<file path="src/rtl/mult_pkg.sv">
// Shared definitions for the HI/LO shift-add multiplier: FSM state type and default width.
package mult_pkg;

  localparam int unsigned XlenDefault = 32;

  typedef enum logic [1:0] {
    StIdle,
    StRun,
    StAcc,
    StDone
  } mult_state_e;

endpackage

</file>
<file path="src/rtl/mult_shift_add.sv">
// Product register and one radix-2 shift-add step; the multiplicand is latched alongside P.
module mult_shift_add
  import mult_pkg::*;
#(
  parameter int unsigned XLEN = XlenDefault
) (
  input  logic              clk,
  input  logic              reset,
  input  logic              load,
  input  logic              step,
  input  logic [XLEN-1:0]   a,
  input  logic [XLEN-1:0]   b,
  output logic [2*XLEN-1:0] p,
  output logic [2*XLEN-1:0] p_next
);

  logic [XLEN-1:0]   a_q;
  logic [2*XLEN-1:0] p_q;
  logic [XLEN:0]     sum;

  // Upper half plus multiplicand, one bit wider so the carry survives the shift.
  always_comb begin
    sum = {1'b0, p_q[2*XLEN-1:XLEN]};
    if (p_q[0]) begin
      sum = sum + {1'b0, a_q};
    end
    p_next = {sum, p_q[XLEN-1:1]};
  end

  always_ff @(posedge clk or posedge reset) begin
    if (reset) begin
      a_q <= '0;
      p_q <= '0;
    end else if (load) begin
      a_q <= a;
      p_q <= {{XLEN{1'b0}}, b};
    end else if (step) begin
      p_q <= p_next;
    end
  end

  assign p = p_q;

endmodule

</file>
<file path="src/rtl/hilo_mult.sv">
// Iterative unsigned multiplier owning the architectural HI/LO registers.
// Define HILO_MULT_MADDU_EN to honour maddu (accumulate into HI:LO via the ACC state).
module hilo_mult
  import mult_pkg::*;
#(
  parameter int unsigned XLEN = XlenDefault
) (
  input  logic            clk,
  input  logic            reset,
  input  logic            start,
  input  logic            maddu,
  input  logic            abort,
  input  logic [XLEN-1:0] a,
  input  logic [XLEN-1:0] b,
  output logic [XLEN-1:0] hi,
  output logic [XLEN-1:0] lo,
  output logic            busy,
  output logic            done
);

  localparam int unsigned CntW = $clog2(XLEN) + 1;

  mult_state_e       state_q, state_d;
  logic [CntW-1:0]   cnt_q, cnt_d;
  logic [2*XLEN-1:0] hilo_q, hilo_d;
  logic [2*XLEN-1:0] prod, prod_next;
  logic              load, step, accept, last, use_acc;

  mult_shift_add #(
    .XLEN(XLEN)
  ) u_shift_add (
    .clk   (clk),
    .reset (reset),
    .load  (load),
    .step  (step),
    .a     (a),
    .b     (b),
    .p     (prod),
    .p_next(prod_next)
  );

`ifdef HILO_MULT_MADDU_EN
  logic maddu_q;

  always_ff @(posedge clk or posedge reset) begin
    if (reset) begin
      maddu_q <= 1'b0;
    end else if (load) begin
      maddu_q <= maddu;
    end
  end

  assign use_acc = maddu_q;
`else
  logic unused_sig;
  assign unused_sig = maddu ^ (^prod);
  assign use_acc    = 1'b0;
`endif

  assign accept = start && !abort && (state_q == StIdle || state_q == StDone);
  assign last   = (cnt_q == CntW'(XLEN - 1));

  always_comb begin
    state_d = state_q;
    cnt_d   = cnt_q;
    hilo_d  = hilo_q;
    load    = 1'b0;
    step    = 1'b0;
    unique case (state_q)
      StIdle, StDone: begin
        if (accept) begin
          state_d = StRun;
          cnt_d   = '0;
          load    = 1'b1;
        end else begin
          state_d = StIdle;
        end
      end
      StRun: begin
        if (abort) begin
          state_d = StIdle;
        end else begin
          step  = 1'b1;
          cnt_d = cnt_q + 1'b1;
          if (last) begin
            if (use_acc) begin
              state_d = StAcc;
            end else begin
              state_d = StDone;
              hilo_d  = prod_next;
            end
          end
        end
      end
`ifdef HILO_MULT_MADDU_EN
      StAcc: begin
        if (abort) begin
          state_d = StIdle;
        end else begin
          state_d = StDone;
          hilo_d  = hilo_q + prod;
        end
      end
`endif
      default: state_d = StIdle;
    endcase
  end

  always_ff @(posedge clk or posedge reset) begin
    if (reset) begin
      state_q <= StIdle;
      cnt_q   <= '0;
      hilo_q  <= '0;
    end else begin
      state_q <= state_d;
      cnt_q   <= cnt_d;
      hilo_q  <= hilo_d;
    end
  end

  assign hi   = hilo_q[2*XLEN-1:XLEN];
  assign lo   = hilo_q[XLEN-1:0];
  assign busy = (state_q == StRun) || (state_q == StAcc);
  assign done = (state_q == StDone);

endmodule

</file>
<file path="config.mk">
export PLATFORM = sky130hd
export DESIGN_NAME = hilo_mult
export DESIGN_NICKNAME = d
export VERILOG_FILES = /design/src/rtl/mult_pkg.sv /design/src/rtl/mult_shift_add.sv /design/src/rtl/hilo_mult.sv
export SDC_FILE = /design/constraint.sdc
export NUM_CORES = 1
export LEC_CHECK = 0
export ABC_AREA = 0
export BUFFER_PORTS_ARGS = -buffer_cell sky130_fd_sc_hd__buf_2
export CORE_MARGIN = 1
export CORE_UTILIZATION = 50
export DETAILED_ROUTE_END_ITERATION = 8
export PLACE_DENSITY = 0.71
export SLEW_MARGIN = 10
export SYNTH_ARGS = -nofsm -noshare
export SYNTH_HDL_FRONTEND = slang
export SYNTH_HIERARCHICAL = 1
export SYNTH_SLANG_ARGS = --single-unit
</file>
<file path="constraint.sdc">
create_clock -name clk -period 4 [get_ports clk]
set_input_delay 0.2 -clock clk [delete_from_list [all_inputs] [get_ports clk]]
set_output_delay 0.2 -clock clk [all_outputs]
set_load 0.01 [all_outputs]
</file>
## Word-level counts from Yosys, hierarchy flattened

Cells that the tools add are included.

| word-level totals | value |
|---|---|
| output and inout port bits | 66 |
| register bits | 168 |
| word-level logic and storage cells | 40 |

| cells by class | value |
|---|---|
| add/sub/neg operators | 2 |
| reduce and logical (&&, ||, !) cells | 11 |
| muxes and demuxes | 14 |
| bitwise logic cells | 1 |
| equal/unequal tests | 7 |

Operators with widths:

| cell | count |
|---|---|
| $mux W64 | 2 |
| $add A32 B32 Y33 | 1 |
| $mux W33 | 1 |
| $mux W6 | 2 |
| $pmux W6 S2 | 1 |
| $add A6 B1 Y6 const B | 1 |
| $eq A6 B5 Y1 const B | 1 |
| $reduce_and A3 Y1 | 2 |
| $mux W1 | 5 |
| $eq A2 B2 Y1 const B | 2 |
| $mux W2 | 2 |
| $ne A2 B2 Y1 const B | 2 |
| $pmux W2 S2 | 1 |
| $reduce_bool A2 Y1 | 2 |
| $ne A3 B3 Y1 const B | 1 |
| $eq A2 B1 Y1 const B | 1 |
| $logic_and A1 B1 Y1 | 2 |
| $logic_not A2 Y1 | 1 |
| $logic_or A1 B1 Y1 | 2 |
| $reduce_or A2 Y1 | 1 |
| $logic_not A1 Y1 | 1 |
| $not A1 Y1 | 1 |

## Depth between registers and ports, before layout

| logic depth | value |
|---|---|
| depth after elaboration | 6 |
| gate-level depth with buffers | 11 |
| mapped depth without buffers | 11 |

## Modules after synthesis

The synthesis kept the hierarchy.

Modules (own cells, without submodules):

| module | instances | area an instance (um^2) | cells an instance |
|---|---|---|---|
| mult_shift_add | 1 | 6505.0 | 665 |
| hilo_mult | 1 | 3179.3 | 186 |

## Least setup slack after synthesis

No wires, ideal clock.

| timing path | value |
|---|---|
| kind | reg-to-reg |
| from | reg u_shift_add.p_q[32], in the netlist u_shift_add/p[32] |
| to | reg hilo_q[57] |
| required time | 3875 ps |
| period minus slack after synthesis | 2781 ps |
| path buffers | 0 |
| data arrival time | 2656 ps |
| cell stages (with the launch flop) | 12 |
| slack | 1219 ps |
| cell sequence | dfrtp_1 -> ha_1 -> fa_1 -> a21oi_1 -> o211ai_1 -> a21oi_2 -> a21oi_4 -> a31oi_4 -> o41ai_2 -> xor2_1 -> mux2_2 -> mux2_4 |

| on the way | value |
|---|---|
| longest elaborated chain between the ends | 2 |

RTL lines:

| what | RTL line | text |
|---|---|---|
| from (decl) | mult_shift_add.sv:18 | `logic [2*XLEN-1:0] p_q;` |
| from (signal assigned) | mult_shift_add.sv:36 | `p_q <= {{XLEN{1'b0}}, b};` |
| from (signal assigned) | mult_shift_add.sv:38 | `p_q <= p_next;` |
| $add A32 B32 Y33 | mult_shift_add.sv:25 | `sum = sum + {1'b0, a_q};` |
| $mux W33 | mult_shift_add.sv:24 | `if (p_q[0]) begin` |
| net prod_next[57] | hilo_mult.sv:26 | `logic [2*XLEN-1:0] prod, prod_next;` |
| to (signal assigned) | hilo_mult.sv:117 | `hilo_q <= hilo_d;` |
| to (decl) | hilo_mult.sv:25 | `logic [2*XLEN-1:0] hilo_q, hilo_d;` |

The timed path passes the listed nets, and every way through them passes these cells.
A chain may end at the register's enable or synchronous reset.

## Final worst setup path

Same ends and word-level chain as after synthesis.

==> impl_metrics.ini <==
[worst_hold_path]
min_path_type = in -> reg
min_delay_path_depth = 3

[layout]
drive_gt1_share_pct = 32.0
final_cells = 1263
fin_util_pct = 60.2
diodes = 0
finalNetCount = 1096
seq_area_um2 = 4200
multi_input_area_um2 = 4810
postLayoutCellArea_um2 = 11300
nFillCells = 1547
area_growth_pct = 17.1

[synthesis]
synth_compound_area_share_pct = 13.1
ys_ff_latch = 168
synthSimpleGateAreaFrac_pct = 8.55
syn_avg_cell_area_um2 = 11.4
syn_area_um2 = 9680
synthAdderAreaFrac_pct = 4.86
synth_top_family_by_area = multiplexers
synth_nets = 957
synth_flop_cell = dfrtp_1
synth-async-reset-ratio_pct = 100
synth_cells = 851
seq_area_frac_synth_pct = 43.4
ys_types = 76
yosysWarnings = 6
synthMuxAreaShare_pct = 20.7
synth-xor-area-share_pct = 2.26
synth_edf_count = 0

[die]
core_area_um2 = 18800
std_cell_rows = 50
fp.dieH_um = 141
die_w_um = 141
start_util_pct = 51.4
pin_count = 135
die_area_um2 = 19900

[power]
p_leak_nw = 5.59
powerDensity_nw_per_um2 = 463
vdd.ir_drop.worst_uv = 333

[global_route]
antenna_found_initial = 0
gr-total-overflow = 0
grt_first_pass_wirelength_mm = 35.3
track_usage_pct = 22.3
grt_max_degree = 121
first_global_vias = 6892

[sta]
final-setup-viol-count = 0
slew_viol_final = 0
finalSetupTns_ns = 0
fmax_mhz = 316
fin_skew_ns = 0.0131
tightest_slew_ns = 0.911
period_needed_ns = 3.16
finalHoldWorstSlack_ns = 0.0203
hold_violations = 0
slew_headroom_pct = 39.3
rsz0062_at_grt = false
fin_crit_sh_pct = 79.1

[drt]
drt_iter0_drc = 384
ant_nets = 0
first_pass_iters = 5
vias = 6836
wl_per_cell_um = 16.6
avgViaCountPerCell = 5.41
wl_mm = 20.9
drc = 0

[worst_setup_path]
critPathLaunchType = flop
rr_worst_depth = 11
crit_required_ns = 4.31
critPathKind = reg -> reg
end_kind = flop
cp_max_fo = 4
arrival_ns = 3.48

[run]
drv_cap = 0

[clock_network]
root_buffer = clkbuf_16
clock_latency_ns = 0.43
cts_tree = built
clk_path_buf_depth = 2
postCtsSetupBuffers = 0
htreeDepth = 4
clkSinkCount = 168
clk_pin_slew_worst_paths_ns = 0.07
cts_made_buffers = 17

[placed_design]
dp_cells = 1171
port_buffers = 133
globalplace.congestion = 0.862
placed_cell_area_um2 = 10100
hpwl_mm = 13.7

[status]
status = finished, final reports clean
registers in the layout (all words and copies together) (netlist names):
register         cells
u_shift_add/a_q     32
hilo_q              64
state_q              2
cnt_q                6
u_shift_add/p       64
layer usage:
layer	part of all wire (%)	wire length (um)	GRT usage, %	vias up
met5	0	0	0	-
met4	1.8	372	6.86	0
met3	3.8	800	3.63	25
met2	47	9810	36.2	184
met1	48	9940	30.6	3337
li1	-	-	-	3290
critical path: stages, from the launching register on:
cell and delay [ns]:
dfrtp_1 0.39, ha_1 0.21, fa_1 0.22, a21oi_1 0.11, o211ai_1 0.29, a21oi_2 0.14, a21oi_4 0.26, a31oi_4 0.16
o41ai_2 0.56, xor2_1 0.15, mux2_2 0.29, mux2_4 0.26
worst paths after layout:
kind                              startpoint                   to  slack, ns
min in group asynchronous              reset           hilo_q[14]       0.54
max                        u_shift_add/p[32]           hilo_q[57]       0.84
min                                    b[27]    u_shift_add/p[27]       0.02
max reg2reg                u_shift_add/p[32]           hilo_q[57]       0.84
min reg2reg                       hilo_q[63]           hilo_q[63]       0.51
max in group asynchronous              reset  u_shift_add/a_q[31]       2.50
kinds of logic (layout without fill, tap and decap cells):
| logic type | Yosys count | after routing |
|---|---|---|
| mux | 163 | 163 |
| compound gates | 187 | 187 |
| fa+ha+maj | 37 | 37 |
| buf+inv | 95 | 247 |
| flops | 168 | 168 |
| simple gates | 176 | 176 |
| xor+xnor | 25 | 25 |
cell usage in the layout (no fill, tap or decap), types with 6 or more instances in the layout:
cell type | Yosys | final
xor2_1 | 7 | 7
o31ai_1 | 6 | 6
dlygate4sd3_1 | 0 | 60
mux2_2 | 58 | 58
mux2_4 | 61 | 61
a21oi_1 | 44 | 44
o211a_1 | 6 | 6
nand3_1 | 6 | 6
inv_1 | 13 | 11
o21ai_0 | 55 | 55
a21o_1 | 16 | 16
mux2i_1 | 44 | 44
o21a_1 | 13 | 13
xnor2_1 | 18 | 18
nand2_1 | 74 | 74
a31oi_1 | 6 | 6
or3_1 | 7 | 7
nand4_1 | 8 | 8
clkbuf_16 | 0 | 17
nor2_1 | 48 | 48
buf_4 | 31 | 7
buf_2 | 1 | 133
dfrtp_1 | 168 | 168
ha_1 | 36 | 36
synthesized netlist by cell type (all sizes together), types with 3 or more instances:
cell | instances | area, um^2
buf | 43 | 399
or3 | 7 | 43.8
nor3 | 5 | 30.0
clkbuf | 36 | 191
a311oi | 4 | 53.8
nand4 | 8 | 50.1
nand2b | 4 | 25.0
or2 | 4 | 25.0
nor2 | 48 | 180
o211ai | 3 | 27.5
a21o | 16 | 120
o211a | 6 | 60.1
a31oi | 8 | 80.1
o21ai | 57 | 289
nor3b | 3 | 22.5
nand3 | 8 | 50.1
ha | 36 | 450
nor2b | 3 | 18.8
nand2 | 75 | 284
a21oi | 47 | 254
or4 | 3 | 22.5
o21a | 13 | 97.6
dfrtp | 168 | 4200
a211oi | 4 | 35.0
o31a | 5 | 43.8
mux2 | 119 | 1570
o31ai | 6 | 45.0
xor2 | 7 | 61.3
inv | 13 | 48.8
xnor2 | 18 | 158
mux2i | 44 | 440
final cells by class:
type                       instances  share of cell area [%]
multi-input combinational        588                    42.4
clock buffer                      17                    3.75
sequential                       168                    37.1
clock inverter                    15                    1.59
inverter                          14                   0.496
timing repair buffer             201                    11.8
tap                              260                    2.87
power by group:
group	internal [mW]	leakage [nW]	total, mW	switching [mW]
clock network	0.898	0.295	1.67	0.772
logic	0.695	3.09	1.54	0.846
registers	1.89	2.20	2.04	0.157
metrics by stage:
stage	power (mW)	setup WS, ns
detailed placement	3.55	0.915
floorplan	3.38	1.22
global route	5.58	0.680
CTS	5.30	0.863
finish	5.26	0.836
global placement	3.52	0.932
what timing repair did:
item,in CTS,in global routing
hold endpoints to repair,137,0
hold buffers,60,0
endpoints found under the setup margin,0,0
resized for setup,0,0
Note: power is estimated with default switching activity, not from simulation.
